### config.mk
export PLATFORM = sky130hd
export DESIGN_NAME = ym_ch_seq
export DESIGN_NICKNAME = d
export VERILOG_FILES = /design/src/rtl/ym_ch_seq_pkg.sv /design/src/rtl/ym_ch_seq_regs.sv /design/src/rtl/ym_ch_seq.sv
export SDC_FILE = /design/constraint.sdc
export NUM_CORES = 1
export LEC_CHECK = 0
export CAP_MARGIN = 20
export CELL_PAD_IN_SITES_DETAIL_PLACEMENT = 1
export CELL_PAD_IN_SITES_GLOBAL_PLACEMENT = 1
export CORE_AREA = 2 2 99 101
export DETAILED_ROUTE_END_ITERATION = 8
export DIE_AREA = 0 0 101 103
export HOLD_SLACK_MARGIN = 0.1
export PLACE_DENSITY = 0.79
export RECOVER_POWER = 100
export SLEW_MARGIN = 20
export SYNTH_ARGS = -nofsm -noshare
export SYNTH_HDL_FRONTEND = slang
export SYNTH_SLANG_ARGS = --single-unit
### constraint.sdc
create_clock -name MCLK -period 1.7 [get_ports MCLK]
set_input_delay 0.17 -clock MCLK [delete_from_list [all_inputs] [get_ports MCLK]]
set_output_delay 0.17 -clock MCLK [all_outputs]
set_load 0.02 [all_outputs]
### src/rtl/ym_ch_seq_pkg.sv
// rtl/ym_ch_seq_pkg.sv - shared constants, types and operator-output decode for ym_ch_seq
package ym_ch_seq_pkg;

    localparam int SLOTS  = 24;
    localparam int CH_NUM = 6;

    typedef logic [2:0] alg_t;
    typedef logic [1:0] pan_t;

    // Slot order within a sample: all six channels of OP1, then OP3, OP2, OP4.
    typedef enum logic [1:0] {
        OP1 = 2'd0,
        OP3 = 2'd1,
        OP2 = 2'd2,
        OP4 = 2'd3
    } op_e;

    // Whether an operator feeds the channel output for the given algorithm.
    function automatic logic op_out_dec(op_e op, alg_t alg);
        logic res;
        case (op)
            OP4:     res = 1'b1;
            OP2:     res = (alg >= 3'd4);
            OP3:     res = (alg >= 3'd5);
            default: res = (alg == 3'd7);
        endcase
        return res;
    endfunction

endpackage

### src/rtl/ym_ch_seq_regs.sv
// rtl/ym_ch_seq_regs.sv - per-channel algorithm/pan shadow and active register file
//
// Ports:
//   clk, rst_n        clock, asynchronous active-low reset
//   wr_en/wr_ch       register write strobe and channel index (out-of-range ignored)
//   wr_alg/wr_pan     values written to the shadow file
//   copy              shadow-to-active transfer strobe (sample boundary)
//   act_alg/act_pan   active values used by the slot decode
module ym_ch_seq_regs
    import ym_ch_seq_pkg::*;
#(
    parameter int CH_NUM = ym_ch_seq_pkg::CH_NUM
) (
    input  logic                    clk,
    input  logic                    rst_n,
    input  logic                    wr_en,
    input  logic [2:0]              wr_ch,
    input  alg_t                    wr_alg,
    input  pan_t                    wr_pan,
    input  logic                    copy,
    output alg_t [CH_NUM-1:0]       act_alg,
    output pan_t [CH_NUM-1:0]       act_pan
);

    alg_t [CH_NUM-1:0] sh_alg;
    pan_t [CH_NUM-1:0] sh_pan;
    alg_t [CH_NUM-1:0] nxt_alg;
    pan_t [CH_NUM-1:0] nxt_pan;

    // Shadow contents including this cycle's write, so a write coinciding
    // with the copy reaches the active file immediately.
    always_comb begin
        nxt_alg = sh_alg;
        nxt_pan = sh_pan;
        if (wr_en && (32'(wr_ch) < CH_NUM)) begin
            nxt_alg[wr_ch] = wr_alg;
            nxt_pan[wr_ch] = wr_pan;
        end
    end

    always_ff @(posedge clk or negedge rst_n) begin
        if (!rst_n) begin
            for (int i = 0; i < CH_NUM; i++) begin
                sh_alg[i]  <= 3'd0;
                sh_pan[i]  <= 2'b11;
                act_alg[i] <= 3'd0;
                act_pan[i] <= 2'b11;
            end
        end else begin
            sh_alg <= nxt_alg;
            sh_pan <= nxt_pan;
            if (copy) begin
                act_alg <= nxt_alg;
                act_pan <= nxt_pan;
            end
        end
    end

endmodule

### src/rtl/ym_ch_seq.sv
// rtl/ym_ch_seq.sv - operator slot sequencer with per-channel algorithm/pan decode
//
// Optional feature: define YM_CH_SEQ_SYNC_IN_EN to add input sync_in, which
// restarts the sample (slot 0 plus register copy) on a cen edge.
//
// Ports:
//   MCLK, reset_n                 clock, asynchronous active-low reset
//   cen                           slot-advance enable
//   wr_en/wr_ch/wr_alg/wr_pan     channel register write
//   slot                          current operator slot
//   op1_sel, op_out               accumulator-clear strobe, operator contributes
//   fsm_dac_load/out_sel/ch6      output-window strobes
//   pan                           pan of the channel in its output window
//   sample_sync                   first slot of a sample
module ym_ch_seq
    import ym_ch_seq_pkg::*;
#(
    parameter int SLOTS  = ym_ch_seq_pkg::SLOTS,
    parameter int CH_NUM = ym_ch_seq_pkg::CH_NUM
) (
    input  logic       MCLK,
    input  logic       reset_n,
    input  logic       cen,
`ifdef YM_CH_SEQ_SYNC_IN_EN
    input  logic       sync_in,
`endif
    input  logic       wr_en,
    input  logic [2:0] wr_ch,
    input  alg_t       wr_alg,
    input  pan_t       wr_pan,
    output logic [4:0] slot,
    output logic       op1_sel,
    output logic       op_out,
    output logic       fsm_dac_load,
    output logic       fsm_dac_out_sel,
    output logic       fsm_dac_ch6,
    output pan_t       pan,
    output logic       sample_sync
);

    localparam logic [4:0] SLOT_LAST = 5'(SLOTS - 1);
    localparam logic [2:0] CH_LAST   = 3'(CH_NUM - 1);

    // cnt is the live slot; ch_cnt/op_cnt track slot%6 and slot/6 alongside it.
    logic [4:0] cnt;
    logic [2:0] ch_cnt;
    logic [1:0] op_cnt;
    logic       restart;
    logic       copy;

    alg_t [CH_NUM-1:0] act_alg;
    pan_t [CH_NUM-1:0] act_pan;

`ifdef YM_CH_SEQ_SYNC_IN_EN
    assign restart = (cnt == SLOT_LAST) || sync_in;
`else
    assign restart = (cnt == SLOT_LAST);
`endif
    assign copy = cen && restart;

    ym_ch_seq_regs #(
        .CH_NUM (CH_NUM)
    ) u_regs (
        .clk     (MCLK),
        .rst_n   (reset_n),
        .wr_en   (wr_en),
        .wr_ch   (wr_ch),
        .wr_alg  (wr_alg),
        .wr_pan  (wr_pan),
        .copy    (copy),
        .act_alg (act_alg),
        .act_pan (act_pan)
    );

    // Output channel is slot/4, i.e. cnt[4:2]; slot%4 is cnt[1:0].
    always_ff @(posedge MCLK or negedge reset_n) begin
        if (!reset_n) begin
            cnt             <= 5'd0;
            ch_cnt          <= 3'd0;
            op_cnt          <= 2'd0;
            slot            <= 5'd0;
            op1_sel         <= 1'b0;
            op_out          <= 1'b0;
            fsm_dac_load    <= 1'b0;
            fsm_dac_out_sel <= 1'b0;
            fsm_dac_ch6     <= 1'b0;
            pan             <= 2'b00;
            sample_sync     <= 1'b0;
        end else if (cen) begin
            slot            <= cnt;
            op1_sel         <= (op_e'(op_cnt) == OP1);
            op_out          <= op_out_dec(op_e'(op_cnt), act_alg[ch_cnt]);
            fsm_dac_load    <= (cnt[1:0] == 2'd0);
            fsm_dac_out_sel <= ~cnt[1];
            fsm_dac_ch6     <= (cnt[4:2] == 3'd5);
            pan             <= act_pan[cnt[4:2]];
            sample_sync     <= (cnt == 5'd0);
            if (restart) begin
                cnt    <= 5'd0;
                ch_cnt <= 3'd0;
                op_cnt <= 2'd0;
            end else begin
                cnt <= cnt + 5'd1;
                if (ch_cnt == CH_LAST) begin
                    ch_cnt <= 3'd0;
                    op_cnt <= op_cnt + 2'd1;
                end else begin
                    ch_cnt <= ch_cnt + 3'd1;
                end
            end
        end
    end

endmodule

==> impl_metrics.json <==
{
  "initial_core_util": 0.382,
  "synth_edf_count": 0,
  "comb_power_share": 0.311,
  "nets": 316,
  "globalRouteMet3Util": 0.0373,
  "required_ns": 1.94,
  "cts_buffer_depth": 2,
  "buffer_ports.inserted": 24,
  "place.gp.congestion": 0.735,
  "busiest_layer": "met2",
  "dpl-instance-area_um2": 4120,
  "critical_path_depth": 6,
  "cts_made_buffers": 9,
  "maxCapViolCount": 0,
  "clkLatencyLatePin_ns": 0.35,
  "avgSynthCellArea_um2": 14.3,
  "register_area_um2": 2110,
  "p_leak_uw": 0.00191,
  "max_stage_delay_ns": 0.52,
  "syn_area_um2": 3610,
  "die_w_um": 101,
  "seqPwrFrac": 0.478,
  "synth_top_cell_by_area": "dfrtp_1",
  "io_pins": 25,
  "vias": 2148,
  "fmax_ghz": 0.551,
  "route.detailed.drc": 0,
  "critPathTopFamily": "buffers and inverters",
  "hold_viol": 0,
  "detailed_place_hpwl_um": 5260,
  "synth_seq_area_share": 0.583,
  "grt_start_max_net_pins": 41,
  "drive_gt1_frac": 0.416,
  "cp-end-kind": "register",
  "synth_top_flop_cell": "dfrtp_1",
  "drtAntennaViolNets": 0,
  "rsz0062_at_grt": "true",
  "synth_seq_cells": 83,
  "wl_per_cell_um": 18.5,
  "min_period_ns": 1.82,
  "first_iter_violations": 98,
  "yosys_warnings": 0,
  "synth_nets": 270,
  "drv_slew": 0,
  "ir_worst_vdd_uv": 592,
  "crit_top_cell": "mux2_2",
  "setup_tns_ns": -0.842,
  "grt_overflow": 0,
  "slew_headroom": 0.535,
  "grt_util_met1": 0.202,
  "pwr-share-clk": 0.211,
  "synth_top_area_frac": 0.408,
  "multiInputGateArea_um2": 1440,
  "grt_util_all_layers": 0.164,
  "violations": "negative setup slack",
  "final_area_um2": 4300,
  "place_ws_ns": -0.420,
  "fin_skew_ns": 0.0107,
  "synthesis.instances": 252,
  "grt_pass1_wl_um": 12800,
  "grt_antenna_before_repair": 0,
  "std_cell_rows": 36,
  "cp_num_buf_inv": 2,
  "firstDrtPassIters": 4,
  "arrival_ns": 2.06,
  "root_buffer": "clkbuf_8",
  "async_flop_share": 1.00,
  "clock_sinks": 83,
  "critPathMaxFanout": 5,
  "finalCritPeriodShare": 1.07,
  "p_per_area_nw_per_um2": 1510,
  "finalSetupViolations": 16,
  "coreArea_um2": 9460,
  "placed_cells": 400,
  "cts-htree-levels": 3,
  "cts_tree": "done",
  "synth_area_leaders": "dfrtp_1 41%, mux2_2 21%, dfstp_2 17%",
  "intPower_uw": 4390,
  "ys_types": 40,
  "layout_common_cells": "57 x mux2_2, 57 x dfrtp_1, 24 x dfstp_2, 16 x dlygate4sd3_1",
  "power_uw": 6510,
  "final_cell_count_no_fill": 417,
  "die_h_um": 103,
  "dieArea_um2": 10400,
  "cp_slowest_cell": "clkdlybuf4s50_1",
  "worstRegToRegCells": 5,
  "rr_endpoint": "op_out$_DFFE_PN0P_",
  "area_growth_pct": 19.1,
  "avgViaCountPerCell": 5.15,
  "final.fill_count": 986,
  "grt_util_met2": 0.284,
  "hold_path.class": "input port to asynchronous set/reset pin",
  "reg2reg_slack_ns": -0.10,
  "switching_share": 0.325,
  "switchingPower_uw": 2110,
  "drt_wl_total_um": 7720,
  "grt_pass1_vias": 2425,
  "worst_r2r_startpoint": "ch_cnt[1]$_DFFE_PN0P_",
  "startpoint_type": "input port",
  "fin_ws_ns": -0.116,
  "crit_type": "input port to register",
  "crit_path_cell_trace": "clkdlybuf4s50_1 > nor2b_1 > nor3b_1 > buf_4 > mux2_2 > mux2_2",
  "outcome": "complete, but fails checks",
  "worst_pin_slew_ns": 0.697,
  "antenna_cells": 0,
  "cts.clk_slew.worst_paths_ns": 0.10
}
[worst max path at each step]
stage | startpoint | end | slack, ns
floorplan | ch_cnt[0]$_DFFE_PN0P_ | op_out$_DFFE_PN0P_ | 0.05
global route | ch_cnt[1]$_DFFE_PN0P_ | op_out$_DFFE_PN0P_ | -0.16
CTS | ch_cnt[1]$_DFFE_PN0P_ | op_out$_DFFE_PN0P_ | -0.09
detailed placement | wr_en | u_regs.act_alg[1]$_DFFE_PN0P_ | -0.42
finish | wr_en | u_regs.act_alg[2]$_DFFE_PN0P_ | -0.12
global placement | wr_en | u_regs.act_alg[13]$_DFFE_PN0P_ | -0.29
[worst reg2reg max path: stages, from the launching register on]
cell	delay [ns]
dfrtp_2	0.46
mux2i_4	0.30
nor2_2	0.07
or3_1	0.33
or3_1	0.32
a31o_1	0.22
[stage by stage]
step / util / hold WS [ns]
detailed placement: 0.435 / 0.117
CTS: 0.459 / 0.272
floorplan: - / -0.126
global route: 0.455 / 0.412
global placement: 0.435 / 0.114
finish: 0.455 / 0.383
[cells in the mapped netlist, types with 2 or more instances]
| master | n |
|---|---|
| a21oi_1 | 3 |
| dfrtp_1 | 59 |
| dfstp_2 | 24 |
| mux4_2 | 2 |
| nand2_1 | 9 |
| o22ai_1 | 2 |
| or2b_2 | 2 |
| nand3_1 | 3 |
| nand2b_1 | 2 |
| clkbuf_1 | 4 |
| and2_1 | 2 |
| mux2i_1 | 13 |
| ha_1 | 6 |
| nor2_1 | 11 |
| or3_1 | 2 |
| mux2_2 | 69 |
| buf_6 | 2 |
| buf_2 | 5 |
| o21ai_0 | 4 |
| inv_1 | 6 |
| and3b_1 | 2 |
| o32ai_1 | 2 |
[kinds of logic after synthesis]
kind of cell / after synthesis / share of synthesized area
compound gates: 17 / 0.0329
xor+xnor: 2 / 0.00485
fa+ha+maj: 6 / 0.0208
mux: 86 / 0.274
buf+inv: 18 / 0.0246
flops: 83 / 0.583
simple gates: 40 / 0.0602
[power groups by stage]
stage | combinational (µW) | clock, µW | sequential [µW]
floorplan | 1220 | 0 | 3140
global placement | 1960 | 0 | 3100
detailed placement | 2060 | 0 | 3140
CTS | 2120 | 1410 | 3130
global route | 2210 | 1520 | 3210
finish | 2020 | 1370 | 3110
[routing by layer]
layer | vias to the layer above | share of wire | routed length (µm)
met5 | - | 0 | 0
met4 | 0 | 0.0087 | 67
met1 | 1130 | 0.43 | 3340
met2 | 22 | 0.54 | 4170
li1 | 989 | - | -
met3 | 7 | 0.018 | 139
[final cells by class]
type / instances / share of cell area
Sequential cell: 83 / 0.490
Tap cell: 114 / 0.0331
Inverter: 6 / 0.00523
Multi-Input combinational cell: 151 / 0.334
Timing Repair Buffer: 47 / 0.0927
Clock buffer: 9 / 0.0288
Clock inverter: 7 / 0.0163
[registers in the layout (all words and copies together) (netlist names)]
name / flops
fsm_dac_load: 1
u_regs.sh_pan: 12
sample_sync: 1
u_regs.sh_alg: 18
fsm_dac_ch6: 1
u_regs.act_pan: 12
op_out: 1
op_cnt: 2
pan: 2
op1_sel: 1
cnt: 5
ch_cnt: 3
slot: 5
u_regs.act_alg: 18
fsm_dac_out_sel: 1
[what timing repair did]
| item | 4_1_cts | 5_1_grt |
|---|---|---|
| setup endpoints to repair | 7 | 4 |
| cloned | 0 | 0 |
| hold buffers | 1 | 0 |
| resized for setup | 8 | 2 |
| endpoints found under the hold margin | 42 | 0 |
| setup buffers | 0 | 0 |
| pin swaps | 0 | 1 |
No activity file was read; power rests on OpenSTA's default activity.
